## config.mk

```make
export PLATFORM = sky130hd
export DESIGN_NAME = tt_um_weight_loader_flat
export DESIGN_NICKNAME = d
export VERILOG_FILES = /design/src/rtl/tt_um_weight_loader_pkg.sv /design/src/rtl/tt_um_weight_loader_if.sv /design/src/rtl/tt_um_weight_loader_byte_check.sv /design/src/rtl/tt_um_weight_loader.sv /design/src/flat_wrapper.sv
export SDC_FILE = /design/constraint.sdc
export NUM_CORES = 1
export LEC_CHECK = 0
export ABC_AREA = 1
export CORE_ASPECT_RATIO = 1.2
export CORE_UTILIZATION = 59
export DETAILED_ROUTE_END_ITERATION = 7
export PLACE_DENSITY = 0.94
export SETUP_SLACK_MARGIN = 0.15
export SLEW_MARGIN = 15
export SYNTH_ARGS = -nofsm -noshare
export SYNTH_HDL_FRONTEND = slang
export SYNTH_HIERARCHICAL = 1
export SYNTH_SLANG_ARGS = --single-unit
export TNS_END_PERCENT = 100
```

## constraint.sdc

```tcl
create_clock -name clk -period 5 [get_ports clk]
set_input_delay 0.5 -clock clk [delete_from_list [all_inputs] [get_ports clk]]
set_output_delay 0.5 -clock clk [all_outputs]
set_load 0.02 [all_outputs]
```

## src/rtl/tt_um_weight_loader_pkg.sv

```systemverilog
// Shared ternary-weight types: loader FSM states, 2-bit weight codes
// and the layout of the param byte.
package tt_ternary_pkg;

    typedef enum logic [1:0] {
        IDLE,
        LOAD,
        CHECK,
        COMMIT
    } state_t;

    localparam logic [1:0] TERN_ZERO    = 2'b00;
    localparam logic [1:0] TERN_POS     = 2'b01;
    localparam logic [1:0] TERN_ILLEGAL = 2'b10;
    localparam logic [1:0] TERN_NEG     = 2'b11;

    localparam int WEIGHTS_PER_BYTE = 4;
    localparam int PARAM_ROWS_MSB   = 6;
    localparam int PARAM_ROWS_LSB   = 3;

endpackage

```

## src/rtl/tt_um_weight_loader_if.sv

```systemverilog
// Byte-stream valid/ready handshake into the weight loader.
interface tt_um_weight_loader_if;

    logic       in_valid;
    logic [7:0] in_data;
    logic       in_ready;

    modport master (output in_valid, output in_data, input in_ready);
    modport slave  (input in_valid, input in_data, output in_ready);

endinterface

```

## src/rtl/tt_um_weight_loader_byte_check.sv

```systemverilog
// Flags any illegal ternary code (2'b10) among the four fields of a byte.
module tt_ternary_byte_check
    import tt_ternary_pkg::*;
(
    input  logic [7:0] data,
    output logic       illegal
);

    always_comb begin
        illegal = 1'b0;
        for (int i = 0; i < WEIGHTS_PER_BYTE; i++) begin
            if (data[2*i +: 2] == TERN_ILLEGAL) illegal = 1'b1;
        end
    end

endmodule

```

## src/rtl/tt_um_weight_loader.sv

```systemverilog
// Loads param + packed ternary weights into a shadow image, commits atomically.
// Define WEIGHT_CHECKSUM_EN to require a trailing XOR checksum byte.
module tt_um_weight_loader
    import tt_ternary_pkg::*;
#(
    parameter int MAX_IN_LEN  = 16,
    parameter int MAX_OUT_LEN = 8
) (
    input  logic                              clk,
    input  logic                              rst_n,
    input  logic                              ena,
    tt_um_weight_loader_if.slave              bus,
    output logic [6:0]                        uo_param,
    output logic [2*MAX_IN_LEN*MAX_OUT_LEN-1:0] uo_weights,
    output logic                              uo_load_done,
    output logic                              uo_busy,
    output logic                              uo_err
);

    localparam int WW        = 2 * MAX_IN_LEN * MAX_OUT_LEN;
    localparam int NBYTES    = MAX_IN_LEN * MAX_OUT_LEN / WEIGHTS_PER_BYTE;
    localparam int ROW_BYTES = MAX_OUT_LEN / WEIGHTS_PER_BYTE;
    localparam int IW        = $clog2(NBYTES);
    localparam int CW        = IW + 1;

    state_t          state, state_nxt;
    logic [CW-1:0]   byte_cnt, n_bytes;
    logic [6:0]      param;
    logic [WW-1:0]   shadow;
    logic            rdy, take, last, illegal;

    tt_ternary_byte_check u_check (
        .data    (bus.in_data),
        .illegal (illegal)
    );

    assign rdy          = ena && (state != COMMIT);
    assign take         = rdy && bus.in_valid;
    assign bus.in_ready = rdy;
    assign uo_busy      = (state != IDLE);

    assign n_bytes = (CW'(param[PARAM_ROWS_MSB:PARAM_ROWS_LSB]) + CW'(1))
                   * CW'(ROW_BYTES);
    assign last    = (byte_cnt == n_bytes - CW'(1));

`ifdef WEIGHT_CHECKSUM_EN
    logic [7:0] csum;
    logic       csum_ok;
    assign csum_ok = (csum == bus.in_data);
`endif

    always_ff @(posedge clk) begin
        if (!rst_n) state <= IDLE;
        else        state <= state_nxt;
    end

    always_comb begin
        state_nxt = state;
        unique case (state)
            IDLE:   if (take) state_nxt = LOAD;
            LOAD: begin
                if (!ena) state_nxt = IDLE;
`ifdef WEIGHT_CHECKSUM_EN
                else if (take && last) state_nxt = CHECK;
`else
                else if (take && last) state_nxt = COMMIT;
`endif
            end
            CHECK: begin
`ifdef WEIGHT_CHECKSUM_EN
                if (!ena)      state_nxt = IDLE;
                else if (take) state_nxt = csum_ok ? COMMIT : IDLE;
`else
                state_nxt = IDLE;
`endif
            end
            COMMIT: state_nxt = IDLE;
        endcase
    end

    always_ff @(posedge clk) begin
        if (!rst_n) begin
            byte_cnt     <= '0;
            param        <= '0;
            shadow       <= '0;
            uo_param     <= '0;
            uo_weights   <= '0;
            uo_load_done <= 1'b0;
            uo_err       <= 1'b0;
`ifdef WEIGHT_CHECKSUM_EN
            csum         <= '0;
`endif
        end else begin
            uo_load_done <= 1'b0;
            case (state)
                IDLE: if (take) begin
                    param    <= bus.in_data[6:0];
                    shadow   <= '0;
                    byte_cnt <= '0;
                    uo_err   <= 1'b0;
`ifdef WEIGHT_CHECKSUM_EN
                    csum     <= bus.in_data;
`endif
                end
                LOAD: if (take) begin
                    // illegal codes are kept as-is; only the flag records them
                    shadow[{byte_cnt[IW-1:0], 3'b000} +: 8] <= bus.in_data;
                    byte_cnt <= byte_cnt + CW'(1);
                    if (illegal) uo_err <= 1'b1;
`ifdef WEIGHT_CHECKSUM_EN
                    csum     <= csum ^ bus.in_data;
`endif
                end
                CHECK: begin
`ifdef WEIGHT_CHECKSUM_EN
                    if (take && !csum_ok) uo_err <= 1'b1;
`endif
                end
                COMMIT: begin
                    uo_weights   <= shadow;
                    uo_param     <= param;
                    uo_load_done <= 1'b1;
                end
                default: ;
            endcase
        end
    end

endmodule

```

## src/flat_wrapper.sv

```systemverilog
// flat-port wrapper written by rule: the top's interface ports become plain ports
module tt_um_weight_loader_flat import tt_ternary_pkg::*;
#(
    parameter int MAX_IN_LEN  = 16,
    parameter int MAX_OUT_LEN = 8
)
  (clk, rst_n, ena, uo_param, uo_weights, uo_load_done, uo_busy, uo_err, bus_in_valid, bus_in_data, bus_in_ready);
  tt_um_weight_loader_if bus_i ();
  input  logic clk;
  input  logic rst_n;
  input  logic ena;
  output logic [6:0] uo_param;
  output logic [2*MAX_IN_LEN*MAX_OUT_LEN-1:0] uo_weights;
  output logic uo_load_done;
  output logic uo_busy;
  output logic uo_err;
  input wire logic [$bits(bus_i.in_valid)-1:0] bus_in_valid;
  input wire logic [$bits(bus_i.in_data)-1:0] bus_in_data;
  output wire logic [$bits(bus_i.in_ready)-1:0] bus_in_ready;
  assign bus_i.in_valid = bus_in_valid;
  assign bus_i.in_data = bus_in_data;
  assign bus_in_ready = bus_i.in_ready;
  tt_um_weight_loader #(.MAX_IN_LEN(MAX_IN_LEN), .MAX_OUT_LEN(MAX_OUT_LEN)) u_core (.clk(clk), .rst_n(rst_n), .ena(ena), .bus(bus_i), .uo_param(uo_param), .uo_weights(uo_weights), .uo_load_done(uo_load_done), .uo_busy(uo_busy), .uo_err(uo_err));
endmodule
```

==> impl_metrics.yaml <==
power_and_ir_drop:
  power.leakage_nw: 8.54
  power_density_nw_per_um2: 344
  peakVddDrop_v: 0.000253
global_route:
  grtUsageTotal: 0.359
  first_global_vias: 19700
  grt_overflow: 0
  grt_start_max_net_pins: 175
  grt_pass1_wl_microns: 104000
  antenna_found_initial: 0
worst_setup_path:
  worstPathBufferInverterCount: 2
  rrSetupSlack_ns: 1.30
  cp_common_cell: "nand3_1"
  critical_path_required_ns: 5.49
  path_max_fanout: 51
  critPathCaptureType: "register"
  critPathKind: "reg2reg"
  critical_path.slowest_cell: "inv_2"
  critPathMaxStageDelay_ns: 0.86
  worstReg2RegEnd: "u_core/shadow[69]"
  critPathLaunchType: "register"
  rr_worst_depth: 8
  path_cells: "inv_1 -> nand3_1 -> nand2_2 -> inv_2 -> nand3_2 -> nor2_2 -> nand3_1 -> a21oi_1"
  r2r_start: "u_core/byte_cnt[0]"
  crit_family: "simple AND/OR/NAND/NOR gates"
  worst-endpoint-arrival_ns: 4.19
timing:
  worst_slew_pin_slew_ns: 1.19
  fin_crit_sh: 0.741
  worst_hold_slack_ns: 0.481
  slew_headroom: 0.208
  maxSlewViolCount: 0
  fmax_mhz: 270
  setup_viol: 0
  tns_ns: 0
  rsz0062_at_grt: "false"
  skew_ns: 0.0213
  hold_viol_final: 0
  fin_crit_ns: 3.70
cts:
  worstSkewPairLatency_ns: 0.57
  cts_tree: "built"
  postCtsResizedCells: 0
  cts_sinks: 536
  ctsHoldBuffers: 0
  htree_levels: 2
  clock_path_buffers: 3
  cts_made_buffers: 50
  cts-root-buf: "clkbuf_16"
  cts.clk_slew.worst_paths_ns: 0.07
  cts_setup_buffers: 0
min_path:
  hold_class: "reg2reg"
  hold_end: "u_core/uo_weights[108]"
  worstHoldStart: "u_core/uo_weights[108]"
  whs_path_depth: 2
run_status:
  violations: "DRC"
  status: "complete, but fails checks"
layout:
  finalInstanceArea_sq_um: 25200
  fin_util: 0.735
  area_delta_synth_final_pct: 21.5
  num_antenna_cells: 0
  drive_above_1_share: 0.0572
  nets: 2916
  final_cell_mix: "nor2_1 (581), dfxtp_1 (536), nand3_1 (342), nand2_1 (297), clkdlybuf4s50_1 (277)"
  layout_commonest_cell: "nor2_1"
drt:
  routed-via-count: 20900
  drt_iter0_markers: 3151
  dr.pass1.iters: 8
  wl_microns: 67200
  wl_per_cell_microns: 19.8
  vias_per_cell: 6.17
  drcViolationCount: 8
  ant_nets: 0
yosys:
  netlist_area_sq_um: 20800
  synth.avg_cell_area_sq_um: 7.57
  synth_seq_cells: 536
  yosysWarnings: 6
  synth.distinct_cells: 32
  syn_nets: 2764
  synth_seq_area_share: 0.517
  netlist_instances: 2745
die:
  num_io_pins: 279
  core_sq_um: 34400
  die_h_microns: 208
  num_rows: 74
  die_x_microns: 173
  initial_utilization: 0.605
  die_area_sq_um: 36000
job:
  maxCapViolCount: 0
place:
  io_buffer_count: 278
  hpwl_microns: 42600
  placed_cell_area_sq_um: 23500
  gp_congestion: 0.987
per-layer routing:
layer	vias to the layer above	wire length (microns)	share of wire	global-route usage
li1	9459	-	-	-
met1	9675	24100	0.36	0.429
met2	1444	31900	0.48	0.597
met3	354	6740	0.10	0.0674
met4	0	4360	0.065	0.223
met5	-	0	0	0
sequential cells by signal, indices dropped and copies added, names as in the netlist:
register / cells
u_core/uo_param: 7
u_core/uo_err: 1
u_core/uo_load_done: 1
u_core/state: 2
u_core/shadow: 256
u_core/byte_cnt: 6
u_core/param: 7
u_core/uo_weights: 256
cell usage after synthesis:
cell | instances | area (sq um)
nor2_1 | 581 | 2180
dfxtp_1 | 536 | 10700
nand3_1 | 342 | 1710
nand2_1 | 299 | 1120
o21ai_0 | 273 | 1370
a21oi_1 | 271 | 1360
clkbuf_1 | 146 | 548
nor3_1 | 68 | 340
inv_1 | 64 | 240
nand4_1 | 34 | 213
buf_2 | 30 | 150
nor2_2 | 17 | 106
nor2_4 | 13 | 146
inv_2 | 11 | 41.3
nor3_2 | 9 | 90.1
nand2_2 | 8 | 50.1
buf_4 | 7 | 52.6
ha_1 | 7 | 87.6
buf_1 | 6 | 22.5
and2_1 | 3 | 18.8
buf_6 | 3 | 33.8
nand3_2 | 3 | 30.0
nand4_2 | 3 | 37.5
a22oi_1 | 2 | 15.0
nor3b_1 | 2 | 15.0
a211oi_1 | 1 | 7.51
inv_4 | 1 | 6.26
nand2_4 | 1 | 11.3
nand3_4 | 1 | 17.5
o21a_1 | 1 | 7.51
o21ai_2 | 1 | 8.76
xor2_1 | 1 | 8.76
how the worst max path moves through the flow:
stage	startpoint	slack, ns	end	cells past startpoint
after detailed placement	ena	1.44	u_core/shadow[208]	7
after global routing	u_core/byte_cnt[0]	1.05	u_core/shadow[69]	8
after CTS	u_core/byte_cnt[0]	1.46	u_core/shadow[69]	8
final	u_core/byte_cnt[0]	1.30	u_core/shadow[69]	8
after global placement	ena	1.58	u_core/shadow[135]	8
after floorplan	u_core/byte_cnt[0]	3.00	u_core/shadow[246]	10
metrics by stage:
stage / setup slack, ns / cells / power (W)
after global routing: 1.05 / 3392 / 0.00888
final: 1.30 / 3392 / 0.00867
after floorplan: 3.00 / 2745 / 0.00462
after CTS: 1.46 / 3392 / 0.00867
after detailed placement: 1.44 / 3301 / 0.00470
after global placement: 1.58 / 3301 / 0.00470
kinds of logic after synthesis:
group | count (synthesis) | share of synthesized area
flops | 536 | 0.517
compound gates | 549 | 0.133
simple gates | 1384 | 0.293
buf+inv | 268 | 0.0527
fa+ha+maj | 7 | 0.00422
xor+xnor | 1 | 0.000422
area by class of cell:
cell class,count,area [sq um]
clock buffer,69,1440
fill,2309,9120
sequential,536,10700
clock inverter,22,320
tap,456,571
inverter,76,308
multi-input combinational,1941,8960
timing repair buffer,292,2900
worst reg2reg max path, cell delays in order (launching register included):
cell	delay [ns]
dfxtp_1	0.83
inv_1	0.31
nand3_1	0.18
nand2_2	0.48
inv_2	0.87
nand3_2	0.23
nor2_2	0.37
nand3_1	0.15
a21oi_1	0.19
power by group:
part / switching, W / internal, W / leakage (nW)
Combinational: 0.000269 / 0.0000665 / 3.34
Sequential: 0.0000114 / 0.00428 / 4.32
Clock: 0.00162 / 0.00243 / 0.875
Total: 0.00190 / 0.00678 / 8.54
(Power assumes the default switching activity.)
